<file path="src/rtl/fifo_rr_sched.sv">
// fifo_rr_sched: round-robin scheduler that drains first-word-fall-through queues
// in bursts of up to BURST words into a single registered output stage.
module fifo_rr_sched #(
    parameter int NUM_Q  = 4,
    parameter int DWIDTH = 32,
    parameter int BURST  = 8
) (
    input  logic                     clk,
    input  logic                     rst,
    input  logic [NUM_Q*DWIDTH-1:0]  q_rd_data,
    input  logic [NUM_Q-1:0]         q_rd_empty,
    output logic [NUM_Q-1:0]         q_rd_en,
    input  logic [NUM_Q-1:0]         q_enable,
    output logic [DWIDTH-1:0]        out_data,
    output logic [$clog2(NUM_Q)-1:0] out_qid,
    output logic                     out_valid,
    input  logic                     out_ready,
    output logic                     busy
);
    localparam int QW = $clog2(NUM_Q);
    localparam int CW = $clog2(BURST) + 1;

    typedef enum logic {IDLE, ACTIVE} state_t;

    state_t          r_state;
    state_t          w_state_nxt;
    logic [QW-1:0]   r_g;
    logic [QW-1:0]   r_last;
    logic [QW-1:0]   w_sel;
    logic [CW-1:0]   r_cnt;
    logic [NUM_Q-1:0] w_elig;
    logic            w_hit;
    logic            w_ok;
    logic            w_pop;
    logic            w_end;

    assign w_elig  = q_enable & ~q_rd_empty;
    assign w_ok    = (r_state == ACTIVE) && w_elig[r_g];
    // rst gates the pop so no word leaves a queue during a reset cycle
    assign w_pop   = w_ok && (!out_valid || out_ready) && !rst;
    assign w_end   = !w_ok || (w_pop && r_cnt == CW'(BURST - 1));
    assign q_rd_en = w_pop ? (NUM_Q'(1) << r_g) : '0;
    assign busy    = (r_state == ACTIVE);

    // descending scan so the nearest queue after r_last is the one that sticks
    always_comb begin
        w_hit = 1'b0;
        w_sel = '0;
        for (int k = NUM_Q; k >= 1; k--) begin
            if (w_elig[(int'(r_last) + k) % NUM_Q]) begin
                w_hit = 1'b1;
                w_sel = QW'((int'(r_last) + k) % NUM_Q);
            end
        end
    end

    always_comb begin
        w_state_nxt = r_state;
        w_state_nxt = (r_state == IDLE) ? (w_hit ? ACTIVE : IDLE) : (w_end ? IDLE : ACTIVE);
    end

    always_ff @(posedge clk) begin
        if (rst) begin
            r_state   <= IDLE;
            r_last    <= QW'(NUM_Q - 1);
            r_g       <= '0;
            r_cnt     <= '0;
            out_valid <= 1'b0;
            out_data  <= '0;
            out_qid   <= '0;
        end else begin
            r_state <= w_state_nxt;
            if (r_state == IDLE && w_hit) begin
                r_g   <= w_sel;
                r_cnt <= '0;
            end
            if (w_pop)
                r_cnt <= r_cnt + 1'b1;
            if (r_state == ACTIVE && w_end)
                r_last <= r_g;
            if (w_pop) begin
                out_data  <= q_rd_data[r_g*DWIDTH +: DWIDTH];
                out_qid   <= r_g;
                out_valid <= 1'b1;
            end else if (!out_valid || out_ready) begin
                out_valid <= 1'b0;
            end
        end
    end
endmodule

</file>
<file path="config.mk">
export PLATFORM = sky130hd
export DESIGN_NAME = fifo_rr_sched
export DESIGN_NICKNAME = d
export VERILOG_FILES = /design/src/rtl/fifo_rr_sched.sv
export SDC_FILE = /design/constraint.sdc
export NUM_CORES = 1
export LEC_CHECK = 0
export ABC_AREA = 0
export CAP_MARGIN = 20
export CORE_UTILIZATION = 37
export CTS_BUF_LIST = sky130_fd_sc_hd__clkbuf_16
export DETAILED_ROUTE_END_ITERATION = 6
export GPL_TIMING_DRIVEN = 0
export PLACE_DENSITY = 0.88
export SETUP_SLACK_MARGIN = 0.2
export SLEW_MARGIN = 5
export SYNTH_ARGS = -nofsm -noshare
export SYNTH_HDL_FRONTEND = slang
export SYNTH_SLANG_ARGS = --single-unit
</file>
<file path="constraint.sdc">
create_clock -name clk -period 3.1 [get_ports clk]
set_input_delay 0.465 -clock clk [delete_from_list [all_inputs] [get_ports clk]]
set_output_delay 0.465 -clock clk [all_outputs]
set_load 0.03 [all_outputs]
</file>
==> results by group, run 1 <==
Run status
  – Status: finished, final reports clean

Die
  – Rows: 29
  – Die height: 83.62 um
  – Core ar.: between 0.006 and 0.007 mm^2
  – Starting Density: 38.60%
  – Die width: 83.62 um
  – IO Count: 179
  – Die Area: 0.006992 mm^2

Detailed routing
  – Post-route ant nets: 0
  – Initial drt markers: 94
  – 1st-pass router iterations: 4
  – Vias per inst: 5.520
  – Drt wl/cell: between 15 and 20 um
  – Routed WL: 8.297 mm
  – DRC viols: 0
  – Vias: about 2600

Global routing
  – Vias in the first global route: 2762
  – Gr usage total: approximately a quarter
  – Largest net degree at the start of global routing: 14
  – GR Overflow Total: 0
  – Initial antenna violation count: 0
  – First-pass GRT wire length: 13.19 mm

Logic synthesis
  – #FFs+latches synth: 44
  – Syn Nets: 346
  – Asr flop ratio synth: 0%
  – Ys flop type: dfxtp_1
  – Synthesis warning total: 0
  – Post-synth EDFFs: 0
  – Post-Syn Area: between 0.002 and 0.0025 mm^2
  – Post-synthesis cell type count: 42
  – Cells after Synth: 206
  – Avg Cell Area, Syn: 11.97 um^2
  – Register area share after synthesis: 35.74%

Clock network
  – CTS Buf Count: 5
  – Clock buffer depth: 2
  – CTS tree: yes
  – Clock Pin Slew Worst Setup and Hold Paths: 0.06 ns
  – H-tree depth: 2
  – Clock Sinks: 44
  – CTS Hold Bufs: 0
  – Worst skew pair latency: 0.28 ns
  – Clock root cell: clkbuf_16

Critical path
  – Critical Path Max Stage Delay: 0.41 ns
  – Worst-path maximum fanout: 10
  – Reg-to-reg slack, setup: 1.21 ns
  – Crit path max-delay cell type: clkdlybuf4s50_1
  – Reg2Reg Depth: 4
  – Worst r2r src: r_g[1]$_SDFFE_PP0P_
  – CP startpoint kind: primary input
  – Reg-to-Reg End: out_data[20]$_SDFFE_PP0P_
  – Worst setup EP type: output pin
  – Cells along the critical path: clkdlybuf4s50_1, nand2b_1, a221oi_4, buf_6, nand3_1, nor3_1, clkbuf_2
  – CP arrival: 2.28 ns
  – Type of the worst setup path: in -> out
  – WP data required: 2.63 ns

Hold path
  – WHS Endpoint: out_qid[1]$_SDFFE_PP0P_
  – Hold_sp: out_qid[1]$_SDFFE_PP0P_
  – Hold depth: 1
  – Hold Path Class: reg -> reg

Cells and area
  – Share of cells above drive strength 1: 16.07%
  – Filler instances: 492
  – Utilization after layout: a little over two thirds
  – Most common cell after layout, fill and taps aside: clkdlybuf4s50_1
  – Final net count: about 530
  – Reg area: 880.8 um^2
  – Multi-input gate area: 0.001501 mm^2
  – Synthesis-to-layout area growth: 82.84%
  – Ant. Diodes: 0
  – Finished layout cell area: 0.004507 mm^2
  – Commonest cells after routing, fill and taps aside: clkdlybuf4s50_1, dfxtp_1, mux4_2

Timing
  – Layout Skew: 0.002041 ns
  – Max Freq: approximately 360 MHz
  – # setup viols final: 0
  – Slew @ Worst Pin: roughly 0.65 ns
  – Final hold vios: 0
  – Rel. slew slack: 56.11%
  – Final Max Slew Viols: 0
  – RSZ-0062 raised after global routing: no
  – Final Cycle Share: about nine tenths
  – Final hold slack: ~0.48 ns
  – Tmin final: ~2.7 ns

Place
  – Placer Congestion: 0.7874
  – DP Area: 0.004343 mm^2
  – PortBufs: 178
  – Hpwl dp: 6.754 mm

Pwr
  – Pwr Density: approximately 420 mW/mm^2
  – Peak supply drop: 0.3380 mV
  – Lkg Pwr: around 1.6 nW
  – Total Power: 0.001885 W

Flow run
  – Max_cap viols: 0
## Yosys cell counts (all sizes together) (3+ instances only)
cell,instances,area (um^2)
buf,12,62.56
mux4,32,720.7
inv,4,15.02
dfxtp,44,880.8
a21oi,10,53.80
nand3,8,40.04
a22o,29,254.0
clkbuf,5,18.77
nand2,3,11.26
nor2b,4,25.02
nor3,5,25.02
nand2b,6,37.54
o21ai,9,45.04
nor2,8,30.03
## layer usage
layer / GRT usage (%) / vias to the layer above / part of all wire (%)
met5: 0 / - / 0
met4: 5.855 / 0 / 1.5
met3: 6.330 / 12 / 6.7
met2: 44.79 / 123 / 54
met1: 25.97 / 1246 / 37
li1: - / 1208 / -
## timing repair
| action | 4_1_cts | 5_1_grt |
|---|---|---|
| pin swaps | 0 | 1 |
| setup endpoints to repair | 4 | 4 |
| gates resized for setup | 16 | 10 |
| buffers inserted | 0 | 0 |
## worst max-delay path by stage
stage,startpoint,end
2_1_floorplan,q_rd_empty[1],q_rd_en[0]
3_3_place_gp,q_rd_empty[0],q_rd_en[1]
3_5_place_dp,q_rd_empty[0],q_rd_en[1]
4_1_cts,q_rd_empty[0],q_rd_en[0]
5_1_grt,q_rd_empty[0],q_rd_en[0]
6_report,q_rd_empty[0],q_rd_en[0]
## cell families (layout without fill, tap and decap cells)
| group | count (synthesis) | count (layout) | share of synthesized area (%) |
|---|---|---|---|
| buffers and inverters | 21 | 207 | 3.909 |
| AO/OA/AOI/OAI | 63 | 63 | 20.15 |
| flip-flops | 44 | 44 | 35.74 |
| adder cells (fa/ha/maj) | 1 | 1 | 0.5075 |
| multiplexers | 34 | 34 | 30.05 |
| AND/OR/NAND/NOR | 43 | 43 | 9.645 |
## final cells by class
cell class                 instances  area share (%)
timing repair buffer             178           39.09
multi-input combinational        141           33.31
sequential                        44           19.54
clock buffer                       5           2.776
tap                               77           2.138
buffer                            17           1.943
clock inverter                     3          0.8606
inverter                           4          0.3331
## registers in the layout, indices dropped and copies added, names as in the netlist
signal / flops
r_g: 2
r_cnt: 4
busy: 1
out_data: 32
out_valid: 1
r_last: 2
out_qid: 2
## report_power, final
part	switching (W)	leakage [nW]	internal, W
registers	0.0000307	0.358	0.000609
clock network	0.000210	0.0850	0.000376
logic	0.000274	1.20	0.000386
total	0.000515	1.64	0.00137
## metrics by stage
| stage | std cells | setup slack [ns] | setup TNS, ns |
|---|---|---|---|
| 6_report | 469 | 0.3531 | 0 |
| 5_1_grt | 469 | 0.2227 | 0 |
| 4_1_cts | 469 | 0.2001 | 0 |
| 3_5_place_dp | 461 | -0.1866 | -0.6757 |
| 3_3_place_gp | 461 | -0.1270 | -0.4878 |
| 2_1_floorplan | 206 | 0.6243 | 0 |
## critical path, delay by kind of cell
family                 cells  cell delay, ns
buffers and inverters      3            0.84
AO/OA/AOI/OAI              1            0.39
AND/OR/NAND/NOR            3            0.58
Power figures use the tool's default switching activity.
==> run 2: changes to the inputs <==
--- a/config.mk
+++ b/config.mk
@@ -13,7 +13,7 @@
 export GPL_TIMING_DRIVEN = 0
 export PLACE_DENSITY = 0.88
 export SETUP_SLACK_MARGIN = 0.2
-export SLEW_MARGIN = 5
+export SLEW_MARGIN = 20
 export SYNTH_ARGS = -nofsm -noshare
 export SYNTH_HDL_FRONTEND = slang
 export SYNTH_SLANG_ARGS = --single-unit
==> results of run 2 <==
The final DEF is identical to that of run 1; final timing and power are the same.
==> run 3: changes to the inputs <==
--- a/config.mk
+++ b/config.mk
@@ -8,7 +8,7 @@
 export ABC_AREA = 0
 export CAP_MARGIN = 20
 export CORE_UTILIZATION = 37
-export CTS_BUF_LIST = sky130_fd_sc_hd__clkbuf_16
+export CTS_BUF_LIST = sky130_fd_sc_hd__clkbuf_4 sky130_fd_sc_hd__clkbuf_8 sky130_fd_sc_hd__clkbuf_16
 export DETAILED_ROUTE_END_ITERATION = 6
 export GPL_TIMING_DRIVEN = 0
 export PLACE_DENSITY = 0.88
==> run 3 against run 2 <==
Clock power decreased by 24%; worst setup slack better by 0.0058 ns; design area decreased by 1.2%; largest cell class unchanged; largest power group unchanged.
==> results by group, run 3 (synthesis results as in run 1) <==
Run status
  – Status: finished, final reports clean

Cells and area
  – Synthesis-to-layout area growth: 80.71%
  – Filler instances: between 400 and 500
  – Multi-input gate area: 0.001501 mm^2
  – Share of cells above drive strength 1: 16.33%
  – Largest Register: out_data
  – Biggest registers after layout: out_data x32, r_cnt x4
  – Final net count: ~530
  – Most common cell after layout, fill and taps aside: clkdlybuf4s50_1
  – Reg area: 880.8 um^2
  – Non-Filler Instances: 469
  – Commonest cells after routing, fill and taps aside: clkdlybuf4s50_1, dfxtp_1, mux4_2
  – Number of flip-flops under the largest register name: 32
  – Ant. Diodes: 0

Detailed routing
  – Post-route ant nets: 0
  – Routed WL: 8.280 mm
  – 1st-pass router iterations: 4
  – DRC viols: 0
  – Drt wl/cell: 17.65 um
  – Vias per inst: 5.514
  – Vias: 2586
  – Initial drt markers: 94

Die
  – Core ar.: about 0.0064 mm^2
  – Die width: 83.62 um
  – Die Area: 0.006992 mm^2
  – Starting Density: 38.60%
  – Die height: 83.62 um
  – IO Count: 179
  – Rows: 29

Global routing
  – Routing usage on met2: 44.94%
  – Largest net degree at the start of global routing: 14
  – Met1 usage: 25.89%
  – GR Overflow Total: 0
  – Gr busiest metal: met2
  – GR Util met3: 6.528%
  – Gr usage total: 23.85%
  – Vias in the first global route: between 2000 and 3000
  – First-pass GRT wire length: 13.19 mm
  – Initial antenna violation count: 0

Timing
  – Final hold vios: 0
  – RSZ-0062 raised after global routing: no
  – Final Cycle Share: 88.42%
  – # setup viols final: 0
  – Rel. slew slack: 56.27%
  – Max Freq: 364.8 MHz
  – Final Max Slew Viols: 0
  – Layout Skew: 0.004118 ns
  – Slew @ Worst Pin: 0.6520 ns
  – Tmin final: 2.741 ns
  – Final hold slack: 0.4806 ns

Critical path
  – CP startpoint kind: primary input
  – CP arrival: 2.28 ns
  – Worst setup EP type: output pin
  – Critical Path Max Stage Delay: 0.42 ns
  – Cells along the critical path: clkdlybuf4s50_1, nand2b_1, a221oi_4, buf_6, nand3_1, nor3_1, buf_2
  – Worst-path maximum fanout: 10
  – Crit path max-delay cell type: clkdlybuf4s50_1
  – Buf/Inv on CP: 3
  – Top delay family on crit path: buffers and inverters
  – WP data required: between 2 and 3 ns
  – Type of the worst setup path: in -> out

Place
  – Dpl cells: between 400 and 500
  – PortBufs: 178
  – Placer Congestion: 0.7874
  – Hpwl dp: 6.754 mm

Clock network
  – Worst skew pair latency: roughly 0.3 ns
  – Clock buffer depth: 2
  – CTS Hold Bufs: 0
  – Clock root cell: clkbuf_8
  – CTS tree: yes
  – Clock Pin Slew Worst Setup and Hold Paths: 0.08 ns
  – Clock Sinks: 44
  – CTS Buf Count: 5
  – H-tree depth: 2

Pwr
  – Pwr Density: 391.1 mW/mm^2
  – Lkg Pwr: 1.617 nW
  – Peak supply drop: 0.2891 mV
  – Total Power: 0.001742 W

Flow run
  – Max_cap viols: 0

Hold path
  – Hold Path Class: reg -> reg
run 3: cell types whose count changed in the layout (fill, tap and decap cells not counted), sizes merged:
| cell | change |
|---|---|
| buf | +1 |
| inv | -1 |
run 3: area by class of cell:
type | instances | area share (%)
repair buffers | 178 | 39.55
well taps | 77 | 2.163
multi-input cells | 141 | 33.71
clock buffers | 6 | 1.713
flip-flops and latches | 44 | 19.78
plain buffers | 17 | 1.966
clock inverters | 2 | 0.7865
inverters | 4 | 0.3371
run 3: worst paths after layout:
kind	startpoint	endpoint	slack, ns	cells after the start
worst max-delay path	q_rd_empty[0]	q_rd_en[1]	0.36	7
worst max register to register	r_g[1]$_SDFFE_PP0P_	out_data[20]$_SDFFE_PP0P_	1.19	4
worst min-delay path	out_qid[1]$_SDFFE_PP0P_	out_qid[1]$_SDFFE_PP0P_	0.48	1
worst min register to register	out_qid[1]$_SDFFE_PP0P_	out_qid[1]$_SDFFE_PP0P_	0.48	1
run 3: worst register-to-register path: cells and delay by family (launching register included):
family / cells / cell delay (ns)
AO/OA/AOI/OAI: 1 / 0.20
buffers and inverters: 2 / 0.80
flip-flops: 1 / 0.39
multiplexers: 1 / 0.40
run 3: routing by layer:
metal | vias up | share of wire, %
met5 | - | 0
met4 | 0 | 1.7
met3 | 13 | 7.2
met2 | 129 | 54
met1 | 1233 | 37
li1 | 1211 | -
run 3: repair_timing:
| item | CTS | global route |
|---|---|---|
| setup buffers | 0 | 0 |
| endpoints found under the setup margin | 4 | 4 |
| hold endpoints to repair | 0 | 0 |
| pin swaps | 0 | 1 |
| gates resized for setup | 16 | 13 |
run 3: stage by stage:
| stage | instance area (um^2) | setup TNS, ns | util (%) | setup WS [ns] |
|---|---|---|---|---|
| 5_1_grt | 4454 | 0 | 69.75 | 0.2373 |
| 6_report | 4454 | 0 | 69.75 | 0.3589 |
| 3_3_place_gp | 4343 | -0.4878 | 68.01 | -0.1270 |
| 4_1_cts | 4459 | 0 | 69.83 | 0.1895 |
| 3_5_place_dp | 4343 | -0.6757 | 68.01 | -0.1866 |
| 2_1_floorplan | 2465 | 0 | - | 0.6243 |
run 3: power breakdown:
part / internal (W) / switching (W) / total [W]
combinational: 0.000386 / 0.000274 / 0.000660
clock: 0.000248 / 0.000195 / 0.000443
sequential: 0.000608 / 0.0000311 / 0.000639
